[src/rtl/hex_keypad_scanner.sv]
// 4x4 hex keypad scanner: debounces a press, walks a one-hot column scan, and emits
// the first hit in scan order as Code = 4*row + col with a one-cycle Valid pulse.
module hex_keypad_scanner #(
  parameter int DEBOUNCE_CYCLES = 4,
  parameter int SETTLE_CYCLES   = 3
) (
  input  logic       clock,
  input  logic       reset,
  input  logic [3:0] Row,
  output logic [3:0] Col,
  output logic [3:0] Code,
  output logic       Valid
);

  localparam int DBW = (DEBOUNCE_CYCLES > 1) ? $clog2(DEBOUNCE_CYCLES) : 1;
  localparam int STW = (SETTLE_CYCLES > 1) ? $clog2(SETTLE_CYCLES) : 1;

  localparam logic [DBW-1:0] DB_LAST = DBW'(DEBOUNCE_CYCLES - 1);
  localparam logic [STW-1:0] ST_LAST = STW'(SETTLE_CYCLES - 1);

  localparam logic [1:0] ST_IDLE         = 2'd0;
  localparam logic [1:0] ST_DEBOUNCE     = 2'd1;
  localparam logic [1:0] ST_SCAN         = 2'd2;
  localparam logic [1:0] ST_WAIT_RELEASE = 2'd3;

  localparam logic [3:0] COL_ALL   = 4'b1111;
  localparam logic [3:0] COL_FIRST = 4'b0001;
  localparam logic [1:0] COL_LAST  = 2'd3;

  logic [3:0]     row_meta;
  logic [3:0]     row_s;
  logic [1:0]     state,   state_n;
  logic [DBW-1:0] db_cnt,  db_cnt_n;
  logic [DBW-1:0] rel_cnt, rel_cnt_n;
  logic [STW-1:0] dwell,   dwell_n;
  logic [1:0]     col_idx, col_idx_n;
  logic [3:0]     col_q,   col_n;
  logic [3:0]     code_q,  code_n;
  logic           valid_q, valid_n;

  logic           row_any;
  logic [1:0]     row_idx;

  assign row_any = |row_s;

  // Lowest asserted row wins within the column being scanned.
  always_comb begin
    row_idx = 2'd0;
    if (row_s[0])      row_idx = 2'd0;
    else if (row_s[1]) row_idx = 2'd1;
    else if (row_s[2]) row_idx = 2'd2;
    else if (row_s[3]) row_idx = 2'd3;
  end

  always_ff @(posedge clock) begin
    if (reset) begin
      row_meta <= 4'd0;
      row_s    <= 4'd0;
    end else begin
      row_meta <= Row;
      row_s    <= row_meta;
    end
  end

  always_comb begin
    state_n   = state;
    db_cnt_n  = db_cnt;
    rel_cnt_n = rel_cnt;
    dwell_n   = dwell;
    col_idx_n = col_idx;
    col_n     = col_q;
    code_n    = code_q;
    valid_n   = 1'b0;

    case (state)
      ST_IDLE: begin
        col_n = COL_ALL;
        if (row_any) begin
          state_n  = ST_DEBOUNCE;
          db_cnt_n = '0;
        end
      end

      ST_DEBOUNCE: begin
        col_n = COL_ALL;
        if (!row_any) begin
          state_n = ST_IDLE;
        end else if (db_cnt == DB_LAST) begin
          state_n   = ST_SCAN;
          col_idx_n = 2'd0;
          dwell_n   = '0;
          col_n     = COL_FIRST;
        end else begin
          db_cnt_n = db_cnt + 1'b1;
        end
      end

      ST_SCAN: begin
        // Row is only trusted on the last dwell cycle, once the synchronizer
        // has caught up with the column change.
        if (dwell != ST_LAST) begin
          dwell_n = dwell + 1'b1;
        end else if (row_any) begin
          code_n    = {row_idx, col_idx};
          valid_n   = 1'b1;
          col_n     = COL_ALL;
          state_n   = ST_WAIT_RELEASE;
          rel_cnt_n = '0;
        end else if (col_idx != COL_LAST) begin
          col_idx_n = col_idx + 1'b1;
          dwell_n   = '0;
          col_n     = {col_q[2:0], 1'b0};
        end else begin
          state_n = ST_IDLE;
          col_n   = COL_ALL;
        end
      end

      ST_WAIT_RELEASE: begin
        col_n = COL_ALL;
        if (row_any) begin
          rel_cnt_n = '0;
        end else if (rel_cnt == DB_LAST) begin
          state_n = ST_IDLE;
        end else begin
          rel_cnt_n = rel_cnt + 1'b1;
        end
      end

      default: begin
        state_n = ST_IDLE;
        col_n   = COL_ALL;
      end
    endcase
  end

  always_ff @(posedge clock) begin
    if (reset) begin
      state   <= ST_IDLE;
      db_cnt  <= '0;
      rel_cnt <= '0;
      dwell   <= '0;
      col_idx <= 2'd0;
      col_q   <= COL_ALL;
      code_q  <= 4'd0;
      valid_q <= 1'b0;
    end else begin
      state   <= state_n;
      db_cnt  <= db_cnt_n;
      rel_cnt <= rel_cnt_n;
      dwell   <= dwell_n;
      col_idx <= col_idx_n;
      col_q   <= col_n;
      code_q  <= code_n;
      valid_q <= valid_n;
    end
  end

  assign Col   = col_q;
  assign Code  = code_q;
  assign Valid = valid_q;

endmodule

[config.mk]
export PLATFORM = sky130hd
export DESIGN_NAME = hex_keypad_scanner
export DESIGN_NICKNAME = d
export VERILOG_FILES = /design/src/rtl/hex_keypad_scanner.sv
export SDC_FILE = /design/constraint.sdc
export NUM_CORES = 1
export LEC_CHECK = 0
export BUFFER_PORTS_ARGS = -buffer_cell sky130_fd_sc_hd__buf_4
export CAP_MARGIN = 25
export CORE_UTILIZATION = 56
export DETAILED_ROUTE_END_ITERATION = 8
export GPL_TIMING_DRIVEN = 0
export PLACE_DENSITY = 0.83
export SETUP_SLACK_MARGIN = 0.15
export SKIP_CTS_REPAIR_TIMING = 1
export SYNTH_ARGS = -nofsm -noshare
export SYNTH_HDL_FRONTEND = slang
export SYNTH_SLANG_ARGS = --single-unit
[constraint.sdc]
create_clock -name clock -period 2.7 [get_ports clock]
set_clock_uncertainty 0.2 [all_clocks]
set_input_delay 0.27 -clock clock [delete_from_list [all_inputs] [get_ports clock]]
set_output_delay 0.27 -clock clock [all_outputs]
set_load 0.1 [all_outputs]
==> metrics.md <==
| Metric | Value |
|---|---|
| Final setup vio count | 0 |
| Die height | approximately 50 um |
| PnR Total Power | between 0.9 and 1 mW |
| Largest net degree at the start of global routing | 17 |
| Via count | between 1000 and 1500 |
| Largest family of logic cells by synthesized area | simple AND/OR/NAND/NOR gates |
| Pwr/cell area | 652.2 nW/um^2 |
| Vias in the first global route | roughly 1000 |
| Crit path kind | reg -> reg |
| Drt total wl | about 2600 um |
| Via density | roughly 5.8 |
| Util after Layout | between 70 and 80% |
| Reg clk slew, reported paths | roughly 150 ps |
| Met1 Use GR | approximately 28% |
| GRT overflow | 0 |
| VDD IR-drop max | 0.5688 mV |
| Commonest non-fill, non-tap cell in the layout | dfxtp_1 |
| Unique cell type count in the Yosys netlist | 37 |
| Initial Utilization | between 60% and 70% |
| Min Tclk post-route | about 2100 ps |
| Ant. Diodes | 0 |
| Total negative slack | 0 ps |
| Clock Sinks | 27 |
| Worst Setup Start Kind | flop |
| Antenna violations before repair | 0 |
| Compound-Gate Fraction of Synth Area | roughly 16% |
| Top_reg_cell synth | dfxtp_1 |
| Seq/Total Area, Yosys | a little over two fifths |
| Post-Synth Simple-Gate Area | around 29% |
| Crit share post-route | around four fifths |
| # nets final | around 180 |
| Area contributors post-synth | dfxtp_1, ha_1, nor2b_1 |
| CP Data Required Time | 2740 ps |
| I/O pin cnt | 15 |
| Core ar. | ~2100 um^2 |
| Worst EP arrival | around 2200 ps |
| Synth Warn # | 0 |
| RSZ-0062 raised after global routing | no |
| Normalized max-slew margin | around 57% |
| Global Route met2 Usage | 40.09% |
| Worst hold path class | in -> reg |
| GR Util All Layers | between 20 and 25% |
| Global routing's busiest layer | met2 |
| TritonRoute pass-1 iters | 5 |
| CTS tree | yes |
| Cell count after synthesis | between 100 and 150 |
| Synthesized cell area | about 1300 um^2 |
| Area delta synth->final | 16.34% |
| Residual DRC | 0 |
| Clock H-tree levels | 1 |
| Max frequency | 0.4686 GHz |
| Max FO, Critical Path | 9 |
| Clk buf depth | 2 |
| Avg Inst Size Synth | approximately 9 um^2 |
| # rows | 16 |
| Mapped Nets | 159 |
| Synth Area in Adders | between 6 and 7% |
| Leakage | 0.5583 nW |
| Dpl hpwl | roughly 1900 um |
| Max Transition Viols Final | 0 |
| DRT iter0 DRCs | 38 |
| Async SR Flop Fraction | 0% |
| Post-synthesis mux area share | ~1.7% |
| Number of synthesized flops with an enable pin | 0 |
| Most frequent cells in the layout | dfxtp_1, buf_4, a21oi_1, nand2_1 |
| Clk_lat worst skew | 330 ps |
| Fraction of layout cells with a size suffix above 1 | 18.45% |
| Xor-xnor portion of the synthesized cell area | 0% |
| R2r setup slk | 570 ps |
| Cell taking the most area after synthesis | dfxtp_1 |
| Routed wire per std cell | approximately 13 um |
| First-pass GRT wire length | 4388 um |
| Endpoints failing hold | 0 |
| Die area | 2479 um^2 |
| CTS buffer count | 3 |
| #FFs+latches synth | 27 |
| Die Width | about 50 um |
| M3 GR Usage | under 10% |
| Port-buffer cells | 14 |
| Status | finished clean |
| Synth top area share | a little over two fifths |
| CTS root buf | clkbuf_4 |
| GPL Wtd Cong | just under 0.8 |
| Worst setup EP type | flop |
| Max-cap viol count | 0 |
| Slew @ Worst Pin | 632.9 ps |
| Final ANT Viol Nets | 0 |
[kinds of logic (layout without fill, tap and decap cells)]
family	Yosys count	after routing
AO/OA/AOI/OAI	33	33
adder cells (fa/ha/maj)	7	7
buffers and inverters	12	34
flip-flops	27	27
multiplexers	2	2
AND/OR/NAND/NOR	65	65
[synth_stat cells (2+ instances only)]
master,instances
dfxtp_1,27
a21oi_1,12
nand2_1,11
nor2_1,10
nor2b_1,10
ha_1,7
o21ai_0,7
nand2b_1,6
clkbuf_1,5
nand3_1,5
inv_1,4
o31ai_1,4
a31o_2,3
nor3_1,3
nor4_1,3
or2_2,3
a31oi_1,2
and2_1,2
nand3b_1,2
or3b_2,2
or4_4,2
[metrics by stage]
stage	std cells	worst slack, ps	hold WS, ps	area [um^2]
after floorplan	146	723.9	198.2	1279
after global placement	187	619.4	215.3	1418
after detailed placement	187	576.6	225.4	1418
after CTS	191	561.9	-60.76	1448
after global routing	195	449.3	21.79	1488
final	195	565.8	21.03	1488
[state kept, by name, summed over array words and instances (netlist names)]
register,flops
Code,4
Col,4
row_meta,4
row_s,4
col_idx,2
db_cnt,2
dwell,2
rel_cnt,2
state,2
Valid,1
[metal layers]
layer | up-vias | part of all wire, %
li1 | 563 | -
met2 | 31 | 51
met1 | 539 | 44
met4 | 0 | 1.3
met3 | 4 | 4.4
met5 | - | 0
[report_power, final]
part / switching, mW / internal (mW) / total [mW]
registers: 0.0240 / 0.430 / 0.454
logic: 0.230 / 0.107 / 0.337
clock network: 0.122 / 0.0567 / 0.179
total: 0.376 / 0.594 / 0.970
[path summary, 6_finish.rpt]
kind	from	endpoint	depth (start not counted)
worst max-delay path	row_s[0]	state[0]	5
worst min-delay path	reset	state[1]	3
worst max register to register	row_s[0]	state[0]	5
worst min register to register	row_meta[0]	row_s[0]	1
[critical path, cell delays in order (launching register included)]
cell and delay (ps):
dfxtp_1 370, or4_4 530, buf_6 150, o21ai_0 160
and4_1 270, mux2_2 350
[final cells by class]
type	instances	area, um^2
multi-input combinational	107	681.9
fill	159	574.3
sequential	27	540.5
timing repair buffer	18	145.1
buffer	8	41.29
tap	27	33.78
clock buffer	3	22.52
inverter	4	15.01
clock inverter	1	7.507
Power figures use the tool's default switching activity.
